## src/rtl/shift_div_pkg.sv

```systemverilog
// Shared types and helpers for the sequential restoring shift-subtract divider.
package shift_div_pkg;

    typedef enum logic [1:0] {IDLE, RUN, DONE} div_state_t;

    // Counter must hold the value N itself, hence N+1.
    function automatic int unsigned cnt_width(input int unsigned n);
        return $clog2(n + 1);
    endfunction

endpackage

```

## src/rtl/shift_divider_if.sv

```systemverilog
// Start/busy/done handshake and operand/result bus of the shift divider.
interface shift_divider_if #(
    parameter int unsigned N = 4
);
    logic         start;
    logic [N-1:0] dividend;
    logic [N-1:0] divisor;
    logic         busy;
    logic         done;
    logic [N-1:0] quotient;
    logic [N-1:0] remainder;
    logic         div_zero;

    modport master (
        output start, dividend, divisor,
        input  busy, done, quotient, remainder, div_zero
    );

    modport slave (
        input  start, dividend, divisor,
        output busy, done, quotient, remainder, div_zero
    );
endinterface

```

## src/rtl/shift_div_register.sv

```systemverilog
// A:Q shift register with divisor M; one restoring shift-and-trial-subtract step per cycle.
module shift_div_register #(
    parameter int unsigned N = 4
) (
    input  logic         clock,
    input  logic         reset,
    input  logic         load,
    input  logic         step,
    input  logic [N-1:0] dividend,
    input  logic [N-1:0] divisor,
    output logic [N-1:0] quo,
    output logic [N-1:0] rem
);
    logic [N:0]   a;
    logic [N-1:0] q;
    logic [N-1:0] m;
    logic [N+1:0] trial;

    // Shift {A,Q} left by one, then subtract M; the top bit is the borrow.
    assign trial = {a, q[N-1]} - {2'b00, m};

    always_ff @(posedge clock) begin
        if (reset) begin
            a <= '0;
            q <= '0;
            m <= '0;
        end else if (load) begin
            a <= '0;
            q <= dividend;
            m <= divisor;
        end else if (step) begin
            if (!trial[N+1]) begin
                a <= trial[N:0];
                q <= {q[N-2:0], 1'b1};
            end else begin
                a <= {a[N-1:0], q[N-1]};
                q <= {q[N-2:0], 1'b0};
            end
        end
    end

    assign quo = q;
    assign rem = a[N-1:0];
endmodule

```

## src/rtl/shift_divider.sv

```systemverilog
// Sequential restoring divider: FSM, step counter and result registers.
// Optional DIV_ZERO_DETECT_EN: zero divisor skips RUN and flags div_zero.
module shift_divider
    import shift_div_pkg::*;
#(
    parameter int unsigned N = 4
) (
    input logic            clock,
    input logic            reset,
    shift_divider_if.slave bus
);
    localparam int unsigned CW = cnt_width(N);

    div_state_t   state;
    logic [CW-1:0] cnt;
    logic         busy_reg;
    logic         done_reg;
    logic [N-1:0] quotient_reg;
    logic [N-1:0] remainder_reg;
    logic         load;
    logic         step;
    logic [N-1:0] quo;
    logic [N-1:0] rem;

    assign load = (state == IDLE) && bus.start;
    assign step = (state == RUN);

    shift_div_register #(.N(N)) u_reg (
        .clock    (clock),
        .reset    (reset),
        .load     (load),
        .step     (step),
        .dividend (bus.dividend),
        .divisor  (bus.divisor),
        .quo      (quo),
        .rem      (rem)
    );

`ifdef DIV_ZERO_DETECT_EN
    logic dz;
    logic div_zero_reg;
`endif

    always_ff @(posedge clock) begin
        if (reset) begin
            state         <= IDLE;
            cnt           <= '0;
            busy_reg      <= 1'b0;
            done_reg      <= 1'b0;
            quotient_reg  <= '0;
            remainder_reg <= '0;
`ifdef DIV_ZERO_DETECT_EN
            dz            <= 1'b0;
            div_zero_reg  <= 1'b0;
`endif
        end else begin
            unique case (state)
                IDLE: begin
                    done_reg <= 1'b0;
                    if (bus.start) begin
                        cnt <= CW'(N);
`ifdef DIV_ZERO_DETECT_EN
                        dz <= (bus.divisor == '0);
                        if (bus.divisor == '0) begin
                            state <= DONE;
                        end else begin
                            busy_reg <= 1'b1;
                            state    <= RUN;
                        end
`else
                        busy_reg <= 1'b1;
                        state    <= RUN;
`endif
                    end
                end
                RUN: begin
                    cnt <= cnt - CW'(1);
                    if (cnt == CW'(1)) begin
                        busy_reg <= 1'b0;
                        state    <= DONE;
                    end
                end
                DONE: begin
                    done_reg <= 1'b1;
`ifdef DIV_ZERO_DETECT_EN
                    // Q was loaded with the dividend and never stepped on the zero path.
                    quotient_reg  <= dz ? '1 : quo;
                    remainder_reg <= dz ? quo : rem;
                    div_zero_reg  <= dz;
`else
                    quotient_reg  <= quo;
                    remainder_reg <= rem;
`endif
                    state <= IDLE;
                end
                default: state <= IDLE;
            endcase
        end
    end

    assign bus.busy      = busy_reg;
    assign bus.done      = done_reg;
    assign bus.quotient  = quotient_reg;
    assign bus.remainder = remainder_reg;
`ifdef DIV_ZERO_DETECT_EN
    assign bus.div_zero  = div_zero_reg;
`else
    assign bus.div_zero  = 1'b0;
`endif
endmodule

```

## src/flat_wrapper.sv

```systemverilog
// flat-port wrapper written by rule: the top's interface ports become plain ports
module shift_divider_flat import shift_div_pkg::*;
#(
    parameter int unsigned N = 4
)
  (clock, reset, bus_start, bus_dividend, bus_divisor, bus_busy, bus_done, bus_quotient, bus_remainder, bus_div_zero);
  shift_divider_if #(.N(N)) bus_i ();
  input logic clock;
  input logic reset;
  input wire logic [$bits(bus_i.start)-1:0] bus_start;
  input wire logic [$bits(bus_i.dividend)-1:0] bus_dividend;
  input wire logic [$bits(bus_i.divisor)-1:0] bus_divisor;
  output wire logic [$bits(bus_i.busy)-1:0] bus_busy;
  output wire logic [$bits(bus_i.done)-1:0] bus_done;
  output wire logic [$bits(bus_i.quotient)-1:0] bus_quotient;
  output wire logic [$bits(bus_i.remainder)-1:0] bus_remainder;
  output wire logic [$bits(bus_i.div_zero)-1:0] bus_div_zero;
  assign bus_i.start = bus_start;
  assign bus_i.dividend = bus_dividend;
  assign bus_i.divisor = bus_divisor;
  assign bus_busy = bus_i.busy;
  assign bus_done = bus_i.done;
  assign bus_quotient = bus_i.quotient;
  assign bus_remainder = bus_i.remainder;
  assign bus_div_zero = bus_i.div_zero;
  shift_divider #(.N(N)) u_core (.clock(clock), .reset(reset), .bus(bus_i));
endmodule
```

## config.mk

```make
export PLATFORM = sky130hd
export DESIGN_NAME = shift_divider_flat
export DESIGN_NICKNAME = d
export VERILOG_FILES = /design/src/rtl/shift_div_pkg.sv /design/src/rtl/shift_divider_if.sv /design/src/rtl/shift_div_register.sv /design/src/rtl/shift_divider.sv /design/src/flat_wrapper.sv
export SDC_FILE = /design/constraint.sdc
export NUM_CORES = 1
export LEC_CHECK = 0
export CAP_MARGIN = 25
export CORE_UTILIZATION = 52
export DETAILED_ROUTE_END_ITERATION = 10
export GPL_TIMING_DRIVEN = 0
export PLACE_DENSITY = 0.75
export SYNTH_ARGS = -nofsm -noshare
export SYNTH_HDL_FRONTEND = slang
export SYNTH_SLANG_ARGS = --single-unit
```

## constraint.sdc

```tcl
create_clock -name clock -period 2.2 [get_ports clock]
set_clock_uncertainty 0.1 [all_clocks]
set_input_delay 0.44 -clock clock [delete_from_list [all_inputs] [get_ports clock]]
set_output_delay 0.44 -clock clock [all_outputs]
set_load 0.02 [all_outputs]
```

==> results.py, run 1 <==
metrics = {
    "cts": {
        "clock_sinks": 28,
        "htree_num_levels": 1,
        "cts_made_buffers": 3,
        "clk_latency_ns": 0.33,
        "clk_pin_slew_ns": 0.15,
        "cts-root-buf": "clkbuf_4",
        "cts_hold_buf": 0,
        "clock_path_buffers": 2,
        "post_cts_buffers": 0,
        "cts-resized-gates": 0,
        "cts_tree": "done",
    },
    "routing": {
        "via_count": 1245,
        "wire_per_inst_um": 12.7,
        "drc": 0,
        "drt_iter0_markers": 31,
        "antenna_left": 0,
        "via_per_inst": 5.53,
        "dr.pass1.iters": 4,
        "routed_wl_um": 2850,
    },
    "global_routing": {
        "grt_pass1_wl_um": 4710,
        "overflow": 0,
        "track_usage_pct": 22.6,
        "antenna_found_initial": 0,
        "grt_pass1_vias": 1097,
        "grt_max_degree": 17,
    },
    "die": {
        "coreArea_um2": 2480,
        "dieArea_um2": 2850,
        "fp.dieH_um": 53.4,
        "start_util_pct": 55.4,
        "pin_count": 22,
        "die_x_um": 53.4,
        "rows": 18,
    },
    "run": {
        "cap_violations": 0,
    },
    "worst_setup_path": {
        "path_delay_family": "compound AO/OA/AOI/OAI gates",
        "crit_type": "reg2reg",
        "slowest_stage": "a221oi_4",
        "critPathBufInv": 0,
        "cp.required_ns": 2.34,
        "crit_chain": "ha_1, o21ai_1, a21o_1, a221oi_4, mux2i_1, a21oi_2",
        "worst_ep_arrival_time_ns": 2.17,
        "worst_setup_path_start_kind": "flip-flop",
        "critical-path-max-stage-delay_ns": 0.41,
        "crit_fanout": 7,
        "end_kind": "flip-flop",
    },
    "logic_synthesis": {
        "synth_area_leaders": "dfxtp_1 41%, a21oi_1 8.4%, nand2_1 7.1%, nor2_1 5.7%, ha_1 5.5%",
        "synth_top_area_share_pct": 40.9,
        "ys_seq_area_share_pct": 40.9,
        "netlist_area_um2": 1370,
        "synth-seq-cells": 28,
        "synth_common_cells": "28 x dfxtp_1, 26 x nand2_1, 23 x a21oi_1, 21 x nor2_1",
        "syn_inst": 172,
        "yosys_warnings": 0,
        "synth_ff_type": "dfxtp_1",
        "synth_cell_types": 37,
        "yosysTopAreaCell": "dfxtp_1",
        "syn_area_per_cell_um2": 7.97,
        "mappedNetlistNets": 190,
        "synth_most_common_cell": "dfxtp_1",
        "async_reset_ff_share_pct": 0,
        "synth_edf_count": 0,
    },
    "sta": {
        "fin_crit_sh_pct": 92.5,
        "setup_ws_ns": 0.166,
        "rsz0062_at_grt": "no",
        "drv_slew": 0,
        "relSlewSlack_pct": 61.1,
        "worst_pin_slew_ns": 0.581,
        "clock.fmax_mhz": 492,
        "min_period_ns": 2.03,
        "setup_viol": 0,
        "finalHoldViolations": 0,
    },
    "final_layout": {
        "drive_gt1_share_pct": 6.15,
        "nNetsFinal": 214,
        "n_fill_cell": 230,
        "postLayoutCoreUtil_pct": 66.7,
        "antenna_cells": 0,
        "largest_reg_flops": 5,
        "syn_to_final_growth_pct": 20.4,
        "regMostFlops": "u_core.u_reg.a",
    },
    "place": {
        "dp_hpwl_um": 2170,
        "routabilityCongestion": 0.808,
        "portBuffers": 19,
        "dp_slack_ns": -0.0610,
    },
    "pwr": {
        "p_per_area_nw_per_um2": 682,
        "vdd_ir_drop_max_v": 0.000652,
        "p_leak_nw": 0.619,
    },
    "run_status": {
        "status": "finished clean",
    },
    "worst_hold_path": {
        "hold_path.class": "in2reg",
    },
}
path summary, 6_finish.rpt:
path / from / to / slack [ns] / depth (start not counted)
hold reg to reg: u_core.bus.quotient[1]$_SDFFE_PP0P_ / u_core.bus.quotient[1]$_SDFFE_PP0P_ / 0.37 / 2
hold / removal: reset / u_core.bus.quotient[3]$_SDFFE_PP0P_ / 0.37 / 2
setup reg to reg: u_core.u_reg.a[2]$_SDFFE_PP0P_ / u_core.u_reg.a[1]$_SDFFE_PP0P_ / 0.17 / 6
setup / recovery: u_core.u_reg.a[2]$_SDFFE_PP0P_ / u_core.u_reg.a[1]$_SDFFE_PP0P_ / 0.17 / 6
metrics by stage:
step	std cells	hold WS (ns)	instance area, um^2	power [W]	TNS [ns]
detailed placement	221	0.352	1600	0.000798	-0.121
global placement	221	0.342	1600	0.000790	0
floorplan	172	0.345	1370	0.000734	0
finish	225	0.368	1650	0.00113	0
global route	225	0.390	1650	0.00118	0
CTS	225	0.354	1650	0.00114	0
layout make-up:
| class | instances | area [um^2] | share of cell area, % |
|---|---|---|---|
| Multi-Input combinational cell | 128 | 744 | 45.1 |
| Sequential cell | 28 | 561 | 33.9 |
| Timing Repair Buffer | 19 | 190 | 11.5 |
| Buffer | 9 | 40.0 | 2.42 |
| Tap cell | 30 | 37.5 | 2.27 |
| Clock inverter | 1 | 30.0 | 1.82 |
| Inverter | 7 | 26.3 | 1.59 |
| Clock buffer | 3 | 22.5 | 1.36 |
worst reg2reg max path: stages (launching register included):
cell and delay [ns]:
dfxtp_1 0.39, ha_1 0.39, o21ai_1 0.09, a21o_1 0.20, a221oi_4 0.41, mux2i_1 0.29
a21oi_2 0.08
power breakdown:
part | leakage, nW | switching [W] | internal, W
Combinational | 0.363 | 0.000130 | 0.000103
Sequential | 0.228 | 0.0000223 | 0.000534
Clock | 0.0279 | 0.000154 | 0.000184
Total | 0.619 | 0.000306 | 0.000821
placed cells by master, fill, tap and decap left out, types with 3 or more instances in the layout:
cell type / instances
nor2b_1: 3
o21ai_0: 7
nand2_1: 26
clkdlybuf4s50_1: 19
nand3_1: 7
clkbuf_1: 6
clkbuf_4: 3
a21oi_1: 23
nand2b_1: 5
a22oi_1: 4
nor2_1: 21
inv_1: 7
ha_1: 6
dfxtp_1: 28
per-layer routing:
layer  GRT usage [%]  wire (um)  part of all wire, %
met5               0          0                    0
met4            5.26         11                 0.39
met3            3.45         71                  2.5
met2            39.0       1470                   51
met1            29.1       1300                   46
logic make-up after synthesis:
| family | Yosys count | synth area share (%) |
|---|---|---|
| AND/OR/NAND/NOR | 73 | 25.0 |
| AO/OA/AOI/OAI | 43 | 19.3 |
| flip-flops | 28 | 40.9 |
| buffers and inverters | 16 | 4.84 |
| adder cells (fa/ha/maj) | 7 | 6.93 |
| XOR/XNOR | 2 | 1.28 |
| other | 1 | 0.273 |
| multiplexers | 2 | 1.46 |
(Power assumes the default switching activity.)
==> run 2, diff against run 1 <==
--- a/config.mk
+++ b/config.mk
@@ -7,6 +7,7 @@
 export LEC_CHECK = 0
 export CAP_MARGIN = 25
 export CORE_UTILIZATION = 52
+export CTS_CLUSTER_DIAMETER = 30
 export DETAILED_ROUTE_END_ITERATION = 10
 export GPL_TIMING_DRIVEN = 0
 export PLACE_DENSITY = 0.75
==> results of run 2 <==
No change in the layout: final DEF, timing and power equal those of run 1.
==> run 3, diff against run 2 <==
--- a/config.mk
+++ b/config.mk
@@ -11,6 +11,7 @@
 export DETAILED_ROUTE_END_ITERATION = 10
 export GPL_TIMING_DRIVEN = 0
 export PLACE_DENSITY = 0.75
+export RECOVER_POWER = 25
 export SYNTH_ARGS = -nofsm -noshare
 export SYNTH_HDL_FRONTEND = slang
 export SYNTH_SLANG_ARGS = --single-unit
==> results of run 3 <==
No change in the layout: final DEF, timing and power equal those of run 1.
